**src/rtl/demux32_pkg.sv**
```systemverilog
// demux32_pkg: shared FSM states, slot geometry constants and slot decode helper for demux32_tdm
package demux32_pkg;

    typedef enum logic [1:0] {IDLE, FILL, HOLD} state_e;

    localparam int NUM_SLOTS = 32;
    localparam int LANE_W    = 8;
    localparam int SLOT_W    = 5;
    localparam int LANE_MSB  = 4;
    localparam int LANE_LSB  = 3;
    localparam int BIT_MSB   = 2;

    // Flat shadow index of a slot: lane field selects the byte, bit field the bit inside it
    function automatic logic [SLOT_W-1:0] slot_index(input logic [SLOT_W-1:0] s);
        return {s[LANE_MSB:LANE_LSB], s[BIT_MSB:0]};
    endfunction

endpackage

```
**src/rtl/demux32_slot_ctr.sv**
```systemverilog
// demux32_slot_ctr: 5-bit scan slot counter with enable, synchronous clear and terminal-count flag
module demux32_slot_ctr
    import demux32_pkg::*;
(
    input  logic              clk,
    input  logic              rst_n,
    input  logic              en,
    input  logic              clr,
    output logic [SLOT_W-1:0] cnt,
    output logic              tc
);

    logic [SLOT_W-1:0] cnt_q, cnt_d;

    // Clear wins over count; counting past the last slot wraps to zero
    always_comb begin
        cnt_d = clr ? '0 : en ? cnt_q + 1'b1 : cnt_q;
    end

    // Counter register
    always_ff @(posedge clk or negedge rst_n) begin
        if (!rst_n) cnt_q <= '0;
        else        cnt_q <= cnt_d;
    end

    assign cnt = cnt_q;
    assign tc  = cnt_q == SLOT_W'(NUM_SLOTS - 1);

endmodule

```
**src/rtl/demux32_tdm.sv**
```systemverilog
// demux32_tdm: rebuilds four 8-bit lanes from a 1-bit TDM stream; optional scan parity via DEMUX32_PARITY_EN
module demux32_tdm
    import demux32_pkg::*;
#(
    parameter logic [NUM_SLOTS-1:0] RST_VAL = 32'h0000_0000
) (
    input  logic              clk,
    input  logic              rst_n,
    input  logic              mode,
    input  logic [SLOT_W-1:0] sel,
    input  logic              din,
    input  logic              din_valid,
    output logic              din_ready,
    input  logic              commit,
    output logic [LANE_W-1:0] a,
    output logic [LANE_W-1:0] b,
    output logic [LANE_W-1:0] c,
    output logic [LANE_W-1:0] d,
    output logic              frame_valid,
    input  logic              frame_ready,
    output logic [SLOT_W-1:0] slot,
    output logic              parity_err
);

`ifdef DEMUX32_PARITY_EN
    localparam bit PAR = 1'b1;
`else
    localparam bit PAR = 1'b0;
`endif

    state_e                 state_q, state_d;
    logic                   mode_q, mode_d;
    logic [NUM_SLOTS-1:0]   shadow_q, shadow_d;
    logic [NUM_SLOTS-1:0]   out_q, out_d;
    logic                   fv_q, fv_d;
    logic                   pw_q, pw_d;
    logic                   pe_q, pe_d;
    logic                   scan, acc, pub, hs, tc, ctr_en, ctr_clr, last_data;
    logic [SLOT_W-1:0]      idx;

    demux32_slot_ctr u_ctr (
        .clk   (clk),
        .rst_n (rst_n),
        .en    (ctr_en),
        .clr   (ctr_clr),
        .cnt   (slot),
        .tc    (tc)
    );

    assign din_ready = rst_n && state_q != HOLD;

    // Acceptance, shadow write-through, publish decision and FSM next state
    always_comb begin
        scan      = state_q == IDLE ? mode : mode_q;
        acc       = din_valid && din_ready;
        idx       = slot_index(scan ? slot : sel);
        last_data = acc && scan && tc && !pw_q;
        shadow_d  = shadow_q;
        if (acc && !pw_q) shadow_d[idx] = din;
        pub       = state_q == FILL && (scan ? (PAR ? acc && pw_q : last_data) : commit);
        hs        = state_q == HOLD && fv_q && frame_ready;
        ctr_en    = acc && scan && !(PAR && tc);
        ctr_clr   = PAR && pub && scan;
        pw_d      = PAR && (pw_q ? !acc : last_data);
        pe_d      = PAR && pub && scan ? ^shadow_q ^ din : pe_q;
        out_d     = pub ? shadow_d : out_q;
        fv_d      = pub || (fv_q && !hs);
        mode_d    = state_q == IDLE && acc ? mode : mode_q;
        state_d   = state_q == IDLE ? (acc ? FILL : IDLE) :
                    state_q == FILL ? (pub ? HOLD : FILL) :
                    (hs ? IDLE : HOLD);
    end

    // State, shadow and published-frame registers
    always_ff @(posedge clk or negedge rst_n) begin
        if (!rst_n) begin
            state_q  <= IDLE;
            mode_q   <= 1'b0;
            shadow_q <= RST_VAL;
            out_q    <= RST_VAL;
            fv_q     <= 1'b0;
            pw_q     <= 1'b0;
            pe_q     <= 1'b0;
        end else begin
            state_q  <= state_d;
            mode_q   <= mode_d;
            shadow_q <= shadow_d;
            out_q    <= out_d;
            fv_q     <= fv_d;
            pw_q     <= pw_d;
            pe_q     <= pe_d;
        end
    end

    assign a           = out_q[0*LANE_W +: LANE_W];
    assign b           = out_q[1*LANE_W +: LANE_W];
    assign c           = out_q[2*LANE_W +: LANE_W];
    assign d           = out_q[3*LANE_W +: LANE_W];
    assign frame_valid = fv_q;
    assign parity_err  = pe_q;

endmodule

```
**config.mk**
```make
export PLATFORM = sky130hd
export DESIGN_NAME = demux32_tdm
export DESIGN_NICKNAME = d
export VERILOG_FILES = /design/src/rtl/demux32_pkg.sv /design/src/rtl/demux32_slot_ctr.sv /design/src/rtl/demux32_tdm.sv
export SDC_FILE = /design/constraint.sdc
export NUM_CORES = 1
export LEC_CHECK = 0
export ABC_AREA = 1
export ABC_CLOCK_PERIOD_IN_PS = 2600
export CAP_MARGIN = 20
export CORE_MARGIN = 1.5
export CORE_UTILIZATION = 33
export DETAILED_ROUTE_END_ITERATION = 8
export DONT_BUFFER_PORTS = 1
export PLACE_DENSITY = 0.55
export SLEW_MARGIN = 20
export SYNTH_ARGS = -nofsm -noshare
export SYNTH_HDL_FRONTEND = slang
export SYNTH_SLANG_ARGS = --single-unit
```
**constraint.sdc**
```tcl
create_clock -name clk -period 2.6 [get_ports clk]
set_clock_uncertainty 0.15 [all_clocks]
set_input_delay 0.52 -clock clk [delete_from_list [all_inputs] [get_ports clk]]
set_output_delay 0.52 -clock clk [all_outputs]
set_load 0.02 [all_outputs]
```
==> results.yml, run 1 <==
outcome:
  status: "finished clean"
layout:
  synthToLayoutAreaGrowth_pct: 10.2
  multi_input_area_sq_um: 1440
  fill_cells: 1146
  drive_gt1_share_pct: 11.9
  stdcell_area_sq_um: 4030
  layout.nets: 495
  sequential_cell_area_sq_um: 1830
  utilization_pct: 37.2
  diodes: 0
global_route:
  antenna_found_initial: 0
  grt_pass1_vias: 2811
  grt_overflow: 0
  grt_pass1_wl_um: 13800
  grt_max_degree: 74
  grtUsageTotal_pct: 15.3
cts:
  cts_num_sinks: 73
  clkLatencyLatePin_ps: 340
  cts.clk_slew.worst_paths_ps: 90
  clock-root-buffer: "clkbuf_8"
  cts-htree-levels: 3
  cts_buffer_depth: 2
  postCtsSetupRepairBufs: 0
  numCtsBuffers: 9
  cts_tree: "yes"
setup_path:
  criticalPathCategory: "flip-flop to flip-flop"
  crit_arrival_ps: 2270
  cp.required_ps: 2730
  crit_chain: "inv_2 -> nand2_2 -> nand2_2 -> nand2_4 -> nor2_4 -> a21boi_2 -> nor2_4 -> buf_4 -> nand3_1 -> nand2_1"
  r2r_start: "state_q[0]$_DFF_PN0_"
  crit_path_max_incr_delay_ps: 450
  cp-end-kind: "flip-flop"
  crit_slowest_cell: "dfrtp_1"
  cp-startpoint: "state_q[0]$_DFF_PN0_"
  cp-start-kind: "flip-flop"
  crit_fanout: 13
floorplanning:
  ios: 52
  dieArea_sq_um: 11700
  die_h_um: 108
  coreArea_sq_um: 10800
  rows: 38
  die_w_um: 108
  start_util_pct: 33.7
synth:
  synthFlopType: "dfrtp_1"
  yosys.area.top_type: "dfrtp_1"
  synthArstFlopShare_pct: 100
  syn-num-nets: 490
  ys_types: 24
  synth_area_leaders: "dfrtp_1 (50%), nand2_1 (19%), nand3_1 (11%), inv_1 (7.9%), nor2_4 (1.8%)"
  yosysWarnings: 0
  syn-cell-area_sq_um: 3660
  synth_top_area_share_pct: 49.9
  netlist_top_cells_count: "nand2_1 (186), nand3_1 (78), inv_1 (77), dfrtp_1 (73), nor2_2 (10)"
  ys_ff_latch: 73
  synth_edf_count: 0
  synthCells: 476
  avgSynthCellArea_sq_um: 7.69
  yosysMostFrequentCell: "nand2_1"
  ys_seq_area_share_pct: 49.9
timing:
  drv_slew: 0
  rsz0062_at_grt: "false"
  finalSetupViolCount: 0
  fin_setup_tns_ps: 0
  min_period_ps: 2140
  period_share_pct: 82.2
  finalHoldViolCount: 0
  whs_ps: 209
  fmax_mhz: 468
route:
  drcViolationCount: 0
  dr.pass1.iters: 4
  drt-total-wl_um: 8010
  vias: 2831
  wire_per_inst_um: 12.8
  drtIter0Drc: 129
  detail-route-antenna-nets: 0
  via_per_inst: 4.52
place:
  numPortBuffers: 0
  gp_congestion: 0.784
  dp_hpwl_um: 5410
  place_area_sq_um: 3800
power_and_ir_drop:
  p_leak_nw: 2.12
  powerDensity_nw_per_um2: 1200
  peakVddDrop_uv: 388
job:
  maxCapViolations: 0
hold_path:
  hp-start: "mode"
  min_path_type: "primary input to flip-flop"
[stage by stage]
| stage | power [mW] | setup WS [ps] | cells |
|---|---|---|---|
| floorplan | 3.57 | 684 | 476 |
| global placement | 3.94 | 499 | 608 |
| detailed placement | 3.98 | 448 | 608 |
| CTS | 4.92 | 414 | 626 |
| global route | 5.28 | 259 | 626 |
| finish | 4.85 | 463 | 626 |
[layer usage]
metal | track usage, % | part of all wire, %
met5 | 0 | 0
met4 | 5.08 | 1.2
met3 | 4.28 | 5.8
met2 | 24.3 | 45
met1 | 20.2 | 48
[final timing paths]
| kind | slack (ps) | end | cells after the start |
|---|---|---|---|
| worst max register to register | 460 | out_q[14]$_DFFE_PN0P_ | 10 |
| worst min-delay path | 210 | mode_q$_DFFE_PN0P_ | 2 |
| worst min register to register | 390 | shadow_q[29]$_DFF_PN0_ | 4 |
| worst max-delay path | 460 | out_q[14]$_DFFE_PN0P_ | 10 |
| min in group asynchronous | 580 | mode_q$_DFFE_PN0P_ | 2 |
| max in group asynchronous | 1420 | shadow_q[15]$_DFF_PN0_ | 2 |
[sequential cells by signal, indices dropped and copies added (netlist names)]
name / cells
out_q: 32
shadow_q: 32
u_ctr.cnt: 5
state_q: 2
frame_valid: 1
mode_q: 1
[power by group]
| group | leakage [nW] | switching [mW] | internal (mW) | total (mW) |
|---|---|---|---|---|
| Combinational | 1.23 | 1.12 | 0.523 | 1.64 |
| Sequential | 0.785 | 0.679 | 1.64 | 2.32 |
| Clock | 0.102 | 0.425 | 0.463 | 0.888 |
| Total | 2.12 | 2.22 | 2.63 | 4.85 |
[cell usage in the layout, fill, tap and decap left out]
| master | netlist | routed |
|---|---|---|
| a21boi_2 | 1 | 1 |
| buf_12 | 0 | 1 |
| buf_16 | 0 | 1 |
| buf_4 | 8 | 5 |
| bufinv_16 | 0 | 1 |
| clkbuf_8 | 0 | 10 |
| clkinv_2 | 0 | 4 |
| clkinvlp_4 | 0 | 1 |
| conb_1 | 1 | 1 |
| dfrtp_1 | 73 | 73 |
| dlygate4sd3_1 | 0 | 1 |
| ha_1 | 2 | 2 |
| inv_1 | 77 | 77 |
| inv_2 | 4 | 4 |
| nand2_1 | 186 | 186 |
| nand2_2 | 7 | 7 |
| nand2_4 | 2 | 2 |
| nand3_1 | 78 | 78 |
| nand3_2 | 2 | 2 |
| nand3b_1 | 1 | 1 |
| nand4_1 | 1 | 1 |
| nor2_1 | 2 | 2 |
| nor2_2 | 10 | 10 |
| nor2_4 | 6 | 6 |
| nor3_2 | 1 | 1 |
| o21ai_0 | 3 | 3 |
| o21ai_2 | 2 | 2 |
| xor2_1 | 3 | 3 |
[final cells by class]
class,count,area share (%)
sequential,73,45.3
clock inverter,6,1.43
multi-input combinational,308,35.6
inverter,81,7.54
timing repair buffer,8,2.36
tap,140,4.35
clock buffer,10,3.41
[critical path, delay by kind of cell, from the launching register on]
kind	cells	cell delay (ps)
compound gates	1	110
buf+inv	2	340
flops	1	450
simple gates	7	1010
[cells by family (layout without fill, tap and decap cells)]
logic type,after synthesis,in the layout,synth area share [%]
other cells,1,1,0.103
fa+ha+maj,2,2,0.684
xor+xnor,3,3,0.718
buf+inv,95,105,10.8
compound gates,6,6,1.20
flops,73,73,49.9
simple gates,296,296,36.5
[timing repair]
action / 4_1_cts / 5_1_grt
endpoints found under the hold margin: 73 / 0
resized for setup: 0 / 0
hold buffers: 2 / 0
Note: power is estimated with default switching activity, not from simulation.
==> run 2: changes to the inputs <==
--- a/config.mk
+++ b/config.mk
@@ -6,7 +6,7 @@
 export NUM_CORES = 1
 export LEC_CHECK = 0
 export ABC_AREA = 1
-export ABC_CLOCK_PERIOD_IN_PS = 2600
+export ABC_CLOCK_PERIOD_IN_PS = 2000
 export CAP_MARGIN = 20
 export CORE_MARGIN = 1.5
 export CORE_UTILIZATION = 33
==> constraint.sdc (replaced) <==
create_clock -name clk -period 2 [get_ports clk]
set_clock_uncertainty 0.15 [all_clocks]
set_input_delay 0.4 -clock clk [delete_from_list [all_inputs] [get_ports clk]]
set_output_delay 0.4 -clock clk [all_outputs]
set_load 0.02 [all_outputs]
==> results.yml, run 2 (synthesis gave the netlist of run 1 again) <==
setup_path:
  cp-end-kind: "flip-flop"
  cp-start-kind: "flip-flop"
  rr_endpoint: "out_q[25]$_DFFE_PN0P_"
  r2r_slack_ps: 80
  cp.required_ps: 2090
  r2r_start: "state_q[1]$_DFF_PN0_"
  cp-startpoint: "state_q[1]$_DFF_PN0_"
  criticalPathCategory: "flip-flop to flip-flop"
  crit_arrival_ps: 2010
  crit_fanout: 8
  rr_worst_depth: 9
global_route:
  grtUsageTotal_pct: 16.0
  antenna_found_initial: 0
  grt_max_degree: 75
  grt_pass1_vias: 2873
  grt_overflow: 0
  grt_pass1_wl_um: 14300
route:
  route.met3.wl_um: 509
  detail-route-antenna-nets: 0
  dr.pass1.iters: 5
  routed.top_layer: "met4"
  drcViolationCount: 0
  vias: 2865
  drtIter0Drc: 183
  routed-wl-met2_um: 3890
  drt-total-wl_um: 8240
  met1_length_um: 3740
  via_per_inst: 4.52
  wire_per_inst_um: 13.0
power_and_ir_drop:
  powerDensity_nw_per_um2: 1570
  power.switching_mw: 2.99
  comb_power_share_pct: 37.2
  p_leak_nw: 2.17
  p_int_mw: 3.58
  pwr-share-clk_pct: 17.5
  peakVddDrop_uv: 478
  seq_power_share_pct: 45.3
  p_sw_share_pct: 45.5
outcome:
  failed_checks: "negative hold slack"
  status: "finished, violations left"
layout:
  final_cell_mix: "nand2_1 (183), nand3_1 (78), inv_1 (77)"
  diodes: 0
  sequential_cell_area_sq_um: 1830
  multi_input_area_sq_um: 1510
  mostFrequentLayoutCell: "nand2_1"
  layout.cells.non_filler: 634
  fill_cells: 1115
  synthToLayoutAreaGrowth_pct: 14.6
  layout.nets: 503
  drive_gt1_share_pct: 13.8
  stdcell_area_sq_um: 4190
timing:
  finalHoldViolCount: 73
  period_share_pct: 95.8
  finalSetupViolCount: 0
  rsz0062_at_grt: "true"
  fmax_mhz: 522
  worst_slack_ps: 83.3
  drv_slew: 0
  min_period_ps: 1920
  whs_ps: -410
place:
  gp_congestion: 0.789
  place_area_sq_um: 3920
  place_ws_ps: 76.0
  dp_hpwl_um: 5460
  numPortBuffers: 0
  placed_cells_incl_taps: 618
floorplanning:
  rows: 38
  die_w_um: 108
  ios: 52
  coreArea_sq_um: 10800
  dieArea_sq_um: 11700
  die_h_um: 108
  start_util_pct: 33.7
cts:
  clock-root-buffer: "clkbuf_8"
  cts_buffer_depth: 2
  cts_num_sinks: 73
  cts_tree: "yes"
  cts.clk_slew.worst_paths_ps: 70
  numCtsBuffers: 9
  cts-htree-levels: 3
  postCtsSetupRepairBufs: 0
  clkLatencyLatePin_ps: 350
hold_path:
  min_path_type: "primary input to asynchronous set/reset pin"
job:
  maxCapViolations: 0
## run 2: power by group through the flow
stage                     sequential, mW  clock (mW)  combinational (mW)
after floorplan                     2.95           0                1.70
after global placement              3.01           0                2.20
after detailed placement            3.02           0                2.26
after CTS                           3.00        1.20                2.28
after global routing                3.08        1.27                2.83
final                               2.98        1.15                2.44
## run 2: cell type report
cell class	instances	share of cell area (%)
Inverter	81	7.25
Clock inverter	3	0.955
Sequential cell	73	43.6
Multi-Input combinational cell	308	36.1
Tap cell	140	4.18
Clock buffer	13	3.55
Timing Repair Buffer	16	4.36
## run 2: layer usage
metal / global-route usage (%) / vias to the layer above
li1: - / 1469
met1: 20.3 / 1345
met2: 24.6 / 44
met3: 5.67 / 7
met4: 7.14 / 0
met5: 0 / -
## run 2: worst max-delay path, cell delays in order, from the launching register on
cell	delay (ps)
dfrtp_1	410
inv_2	90
nor2_1	90
nor3_2	280
nand3_2	200
nor2_4	130
buf_4	170
nand3_1	100
nand3_1	120
nand2_1	60
## run 2: how the worst max path moves through the flow
stage / endpoint / slack (ps) / cells past startpoint
finish: out_q[25]$_DFFE_PN0P_ / 80 / 9
global route: out_q[28]$_DFFE_PN0P_ / -10 / 10
CTS: out_q[4]$_DFFE_PN0P_ / 70 / 8
detailed placement: out_q[4]$_DFFE_PN0P_ / 80 / 8
global placement: out_q[9]$_DFFE_PN0P_ / 110 / 10
floorplan: out_q[24]$_DFFE_PN0P_ / 140 / 11
## run 2: timing repair
item,CTS,global route
setup endpoints to repair,0,62
gates resized for setup,0,17
hold endpoints to repair,73,73
## run 2: per-stage QoR
step / power (mW) / setup TNS, ps / hold slack [ps] / util [%]
finish: 6.58 / 0 / -410 / 38.7
global route: 7.17 / -47.8 / -449 / 38.7
CTS: 6.48 / 0 / -441 / 37.9
detailed placement: 5.28 / 0 / -43.7 / 36.2
global placement: 5.22 / 0 / -43.7 / 36.2
floorplan: 4.65 / 0 / -45.6 / -
